[src/rtl/mem_arbiter.sv]
// mem_arbiter: shares one fixed-latency 64-bit memory port between instruction fetch and data access.
module mem_arbiter #(
  parameter int ADDR_W       = 64,
  parameter int DATA_W       = 64,
  parameter int MEM_LATENCY  = 2,
  parameter int STARVE_LIMIT = 4
) (
  input  logic              clk_i,
  input  logic              rst_i,
  input  logic              if_req_i,
  input  logic [ADDR_W-1:0] if_addr_i,
  output logic              if_done_o,
  output logic [31:0]       if_rdata_o,
  input  logic              dm_req_i,
  input  logic              dm_we_i,
  input  logic [ADDR_W-1:0] dm_addr_i,
  input  logic [DATA_W-1:0] dm_wdata_i,
  output logic              dm_done_o,
  output logic [DATA_W-1:0] dm_rdata_o,
  output logic              mem_req_o,
  output logic              mem_we_o,
  output logic [ADDR_W-1:0] mem_addr_o,
  output logic [DATA_W-1:0] mem_wdata_o,
  input  logic [DATA_W-1:0] mem_rdata_i,
  output logic              stall_f_o,
  output logic              stall_m_o
);
  localparam logic [1:0] IDLE  = 2'd0;
  localparam logic [1:0] ISSUE = 2'd1;
  localparam logic [1:0] WAIT  = 2'd2;
  localparam logic [1:0] RESP  = 2'd3;
  localparam int CW = $clog2(MEM_LATENCY + 1);
  localparam int SW = $clog2(STARVE_LIMIT + 1);

  logic [1:0]        state_q, state_d;
  logic [CW-1:0]     cnt_q, cnt_d;
  logic [SW-1:0]     starve_q, starve_d;
  logic              dm_own_q, dm_own_d;
  logic              we_q, we_d;
  logic [ADDR_W-1:0] addr_q, addr_d;
  logic [DATA_W-1:0] wdata_q, wdata_d;
  logic [31:0]       if_rdata_q, if_rdata_d;
  logic [DATA_W-1:0] dm_rdata_q, dm_rdata_d;
  logic              if_win;

  // fetch only beats a pending data request once it has lost STARVE_LIMIT times in a row
  assign if_win = if_req_i && (!dm_req_i || starve_q == SW'(STARVE_LIMIT));

  always_comb begin
    state_d    = state_q;
    cnt_d      = cnt_q;
    starve_d   = starve_q;
    dm_own_d   = dm_own_q;
    we_d       = we_q;
    addr_d     = addr_q;
    wdata_d    = wdata_q;
    if_rdata_d = if_rdata_q;
    dm_rdata_d = dm_rdata_q;
    case (state_q)
      IDLE: if (if_req_i || dm_req_i) begin
        state_d  = ISSUE;
        dm_own_d = !if_win;
        we_d     = !if_win && dm_we_i;
        addr_d   = if_win ? if_addr_i : dm_addr_i;
        wdata_d  = dm_wdata_i;
        starve_d = if_win ? '0 :
                   (if_req_i && starve_q != SW'(STARVE_LIMIT)) ? starve_q + SW'(1) : starve_q;
      end
      ISSUE: begin
        state_d = WAIT;
        cnt_d   = CW'(MEM_LATENCY - 1);
      end
      WAIT: if (cnt_q == '0) begin
        state_d = RESP;
        if (dm_own_q) dm_rdata_d = mem_rdata_i;
        else          if_rdata_d = addr_q[2] ? mem_rdata_i[63:32] : mem_rdata_i[31:0];
      end else begin
        cnt_d = cnt_q - CW'(1);
      end
      default: state_d = IDLE;
    endcase
  end

  always_ff @(posedge clk_i or posedge rst_i) begin
    if (rst_i) begin
      state_q    <= IDLE;
      cnt_q      <= '0;
      starve_q   <= '0;
      dm_own_q   <= 1'b0;
      we_q       <= 1'b0;
      addr_q     <= '0;
      wdata_q    <= '0;
      if_rdata_q <= '0;
      dm_rdata_q <= '0;
    end else begin
      state_q    <= state_d;
      cnt_q      <= cnt_d;
      starve_q   <= starve_d;
      dm_own_q   <= dm_own_d;
      we_q       <= we_d;
      addr_q     <= addr_d;
      wdata_q    <= wdata_d;
      if_rdata_q <= if_rdata_d;
      dm_rdata_q <= dm_rdata_d;
    end
  end

  assign mem_req_o   = state_q == ISSUE;
  assign mem_we_o    = mem_req_o && we_q;
  assign mem_addr_o  = {addr_q[ADDR_W-1:3], 3'b000};
  assign mem_wdata_o = wdata_q;
  assign if_done_o   = state_q == RESP && !dm_own_q;
  assign dm_done_o   = state_q == RESP && dm_own_q;
  assign if_rdata_o  = if_rdata_q;
  assign dm_rdata_o  = dm_rdata_q;
  assign stall_f_o   = if_req_i && !if_done_o;
  assign stall_m_o   = dm_req_i && !dm_done_o;
endmodule
[config.mk]
export PLATFORM = sky130hd
export DESIGN_NAME = mem_arbiter
export DESIGN_NICKNAME = d
export VERILOG_FILES = /design/src/rtl/mem_arbiter.sv
export SDC_FILE = /design/constraint.sdc
export NUM_CORES = 1
export LEC_CHECK = 0
export ABC_AREA = 1
export ABC_CLOCK_PERIOD_IN_PS = 18950
export BUFFER_PORTS_ARGS = -buffer_cell sky130_fd_sc_hd__buf_2
export CORE_AREA = 2 2 189 191
export DETAILED_ROUTE_END_ITERATION = 8
export DIE_AREA = 0 0 191 193
export PLACE_DENSITY_LB_ADDON = 0.12
export SLEW_MARGIN = 10
export SYNTH_ARGS = -nofsm -noshare
export SYNTH_HDL_FRONTEND = slang
export SYNTH_SLANG_ARGS = --single-unit
export TNS_END_PERCENT = 10
[constraint.sdc]
create_clock -name clk_i -period 18.95 [get_ports clk_i]
set_input_delay 3.79 -clock clk_i [delete_from_list [all_inputs] [get_ports clk_i]]
set_output_delay 3.79 -clock clk_i [all_outputs]
set_load 0.02 [all_outputs]
==> flow_summary.yaml <==
finish:
  drive_above_1_share_pct: 30.5
  design.final.nets: 2036
  area_growth_syn_to_layout_pct: 29.2
worst_setup_path:
  critPathCaptureType: "output port"
  worstSetupPathType: "in2out"
  timing.critical_path.from_type: "input port"
  worst_ep_required_time_ns: 15.16
  worstPathMaxFanout: 65
  critical_path_arrival_ns: 4.99
yosys:
  synth.yosys.seq_area_share_pct: 53.2
  synthMostInstantiatedCell: "sky130_fd_sc_hd__nand2_1"
  synth_top_cell_area_share_pct: 53.2
  synth.top_cells.by_count: "sky130_fd_sc_hd__nand2_1 (496), sky130_fd_sc_hd__dfrtp_1 (231), sky130_fd_sc_hd__inv_1 (201)"
  synth_area_leader: "sky130_fd_sc_hd__dfrtp_1"
  mappedNetlistArea_mm2: 0.0109
  synth-warning-count: 0
  syn_inst: 1381
  synth_area_leaders: "sky130_fd_sc_hd__dfrtp_1 (53%), sky130_fd_sc_hd__nand2_1 (17%), sky130_fd_sc_hd__inv_1 (6.9%)"
  synth_top_flop_cell: "sky130_fd_sc_hd__dfrtp_1"
  syn_area_per_cell_um2: 7.87
  synth-edff-count: 0
  netlist-cell-type-count: 20
  synth_seq_cells: 231
  async_reset_ff_share_pct: 100
grt:
  grtUsageTotal_pct: 18.6
  grt_pass1_wl_um: 53700
  antenna_found_initial: 9
  grt_start_max_net_pins: 108
  first_global_vias: 9300
  globalRoute.totalOverflow: 0
die:
  chipWidth_um: 191
  initial_core_util_pct: 31.1
  die_h_um: 193
  placeable_core_region_mm2: 0.0350
  rows: 69
  dieArea_mm2: 0.0369
  num_io_pins: 491
sta:
  finish_stage_setup_viols: 0
  timing.clock.skew_ns: 0.0192
  clock_period_minus_worst_slack_ns: 8.78
  drv_slew: 0
  finalHoldViolCount: 0
  worst_slew_pin_slew_ns: 1.01
  relSlewSlack_pct: 32.4
  min_period_over_period_pct: 46.4
  grt_setup_unrepaired: "false"
  timing.fmax_ghz: 0.114
  fin_tns_setup_ns: 0
  finalHoldWorstSlack_ns: 0.472
routing:
  drtAntennaViolNets: 0
  routed_via_density: 4.32
  drc: 0
  first_iter_violations: 422
  route.vias.total: 9735
  detailedRoute.firstPassIterationCount: 4
  routed_wl_um: 35700
  detail_route.wl_per_cell_um: 15.8
clock_tree:
  worst_skew_pair.late_latency_ns: 0.55
  post_cts_resize_count: 0
  postCtsSetupRepairBufs: 0
  cts_hold_buffers: 0
  clockRootBuffer: "sky130_fd_sc_hd__clkbuf_16"
  cts_tree: "done"
  cts-htree-levels: 1
  cts-buffers-inserted: 29
  clk_pin_slew_ns: 0.06
  clock_sink_count: 231
  clock_tree.buffer_depth: 3
power:
  p_leak_uw: 0.00828
  vdd_ir_drop_max_mv: 0.0730
  power_uw: 2520
  powerDensity_mw_per_mm2: 179
flow_run:
  max_cap_viol_count: 0
placement:
  routabilityCongestion: 0.780
  dp_hpwl_um: 24700
  numPortBuffers: 483
hold_path:
  min-delay-path-class: "reg2reg"
outcome:
  outcome: "finished clean"
[layer usage]
layer	routed length (µm)	GRT usage [%]	vias to the layer above
li1	-	-	4902
met1	15100	23.9	4430
met2	16500	30.0	345
met3	3280	6.01	48
met4	712	5.40	10
met5	60	0	-
[logic make-up (layout without fill, tap and decap cells)]
family / count (synthesis) / count (layout) / synth area share, %
and+or+nand+nor: 665 / 665 / 24.6
buffers and inverters: 342 / 745 / 15.0
DFF: 231 / 231 / 53.2
AOI/OAI and AO/OA: 134 / 134 / 6.21
adders and majority gates: 7 / 7 / 0.806
other: 1 / 10 / 0.0345
xor gates and xnor gates: 1 / 1 / 0.0807
[path summary, 6_finish.rpt]
kind                                      start              end  cells after the start  slack, ns
worst max-delay path                   if_req_i        stall_f_o                      5      10.17
worst min-delay path            mem_wdata_o[11]  mem_wdata_o[11]                      2       0.47
worst max register to register       state_q[0]       addr_q[28]                      7      15.79
worst min register to register  mem_wdata_o[11]  mem_wdata_o[11]                      2       0.47
max in group asynchronous                 rst_i       addr_q[29]                      4      13.32
min in group asynchronous                 rst_i   if_rdata_o[25]                      2       3.33
[through the flow]
stage               cells  instance area (µm²)  utilization (%)  worst slack [ns]
detailed placement   2198                13100             37.5             10.14
finish               2254                14000             40.1             10.17
floorplan            1383                10900                -              8.83
CTS                  2247                14000             40.1             10.14
global placement     2198                13100             37.5             10.12
global route         2250                14000             40.1             10.03
[registers in the layout (all words and copies together) (netlist names)]
register	cells
if_rdata_o	32
dm_rdata_o	64
state_q	2
addr_q	62
dm_own_q	1
cnt_q	2
starve_q	3
mem_wdata_o	64
we_q	1
[critical path, stage by stage]
cell and delay (ns):
sky130_fd_sc_hd__buf_2 0.07, sky130_fd_sc_hd__buf_4 0.60, sky130_fd_sc_hd__inv_1 0.19, sky130_fd_sc_hd__nor2_1 0.13, sky130_fd_sc_hd__buf_2 0.18
[where the power goes]
part	switching, µW	internal (µW)
clock network	215	320
registers	126	735
logic	772	348
[layout make-up]
cell class	count	area [µm²]
Antenna cell	7	17.5
Clock buffer	43	848
Clock inverter	6	65.1
Fill cell	3763	20900
Inverter	203	772
Multi-Input combinational cell	810	3470
Sequential cell	231	5780
Tap cell	461	577
Timing Repair Buffer	493	2490
[placed cells by master (no fill, tap or decap), drive strengths merged]
cell type / instances
nand2: 498
o22ai: 1
conb: 3
clkinv: 2
o21a: 1
bufinv: 1
diode: 7
a21oi: 32
xor2: 1
ha: 7
nor2: 36
buf: 493
clkbuf: 43
clkinvlp: 1
nand3: 131
dfrtp: 231
inv: 205
o21ai: 100
Power figures use the tool's default switching activity.
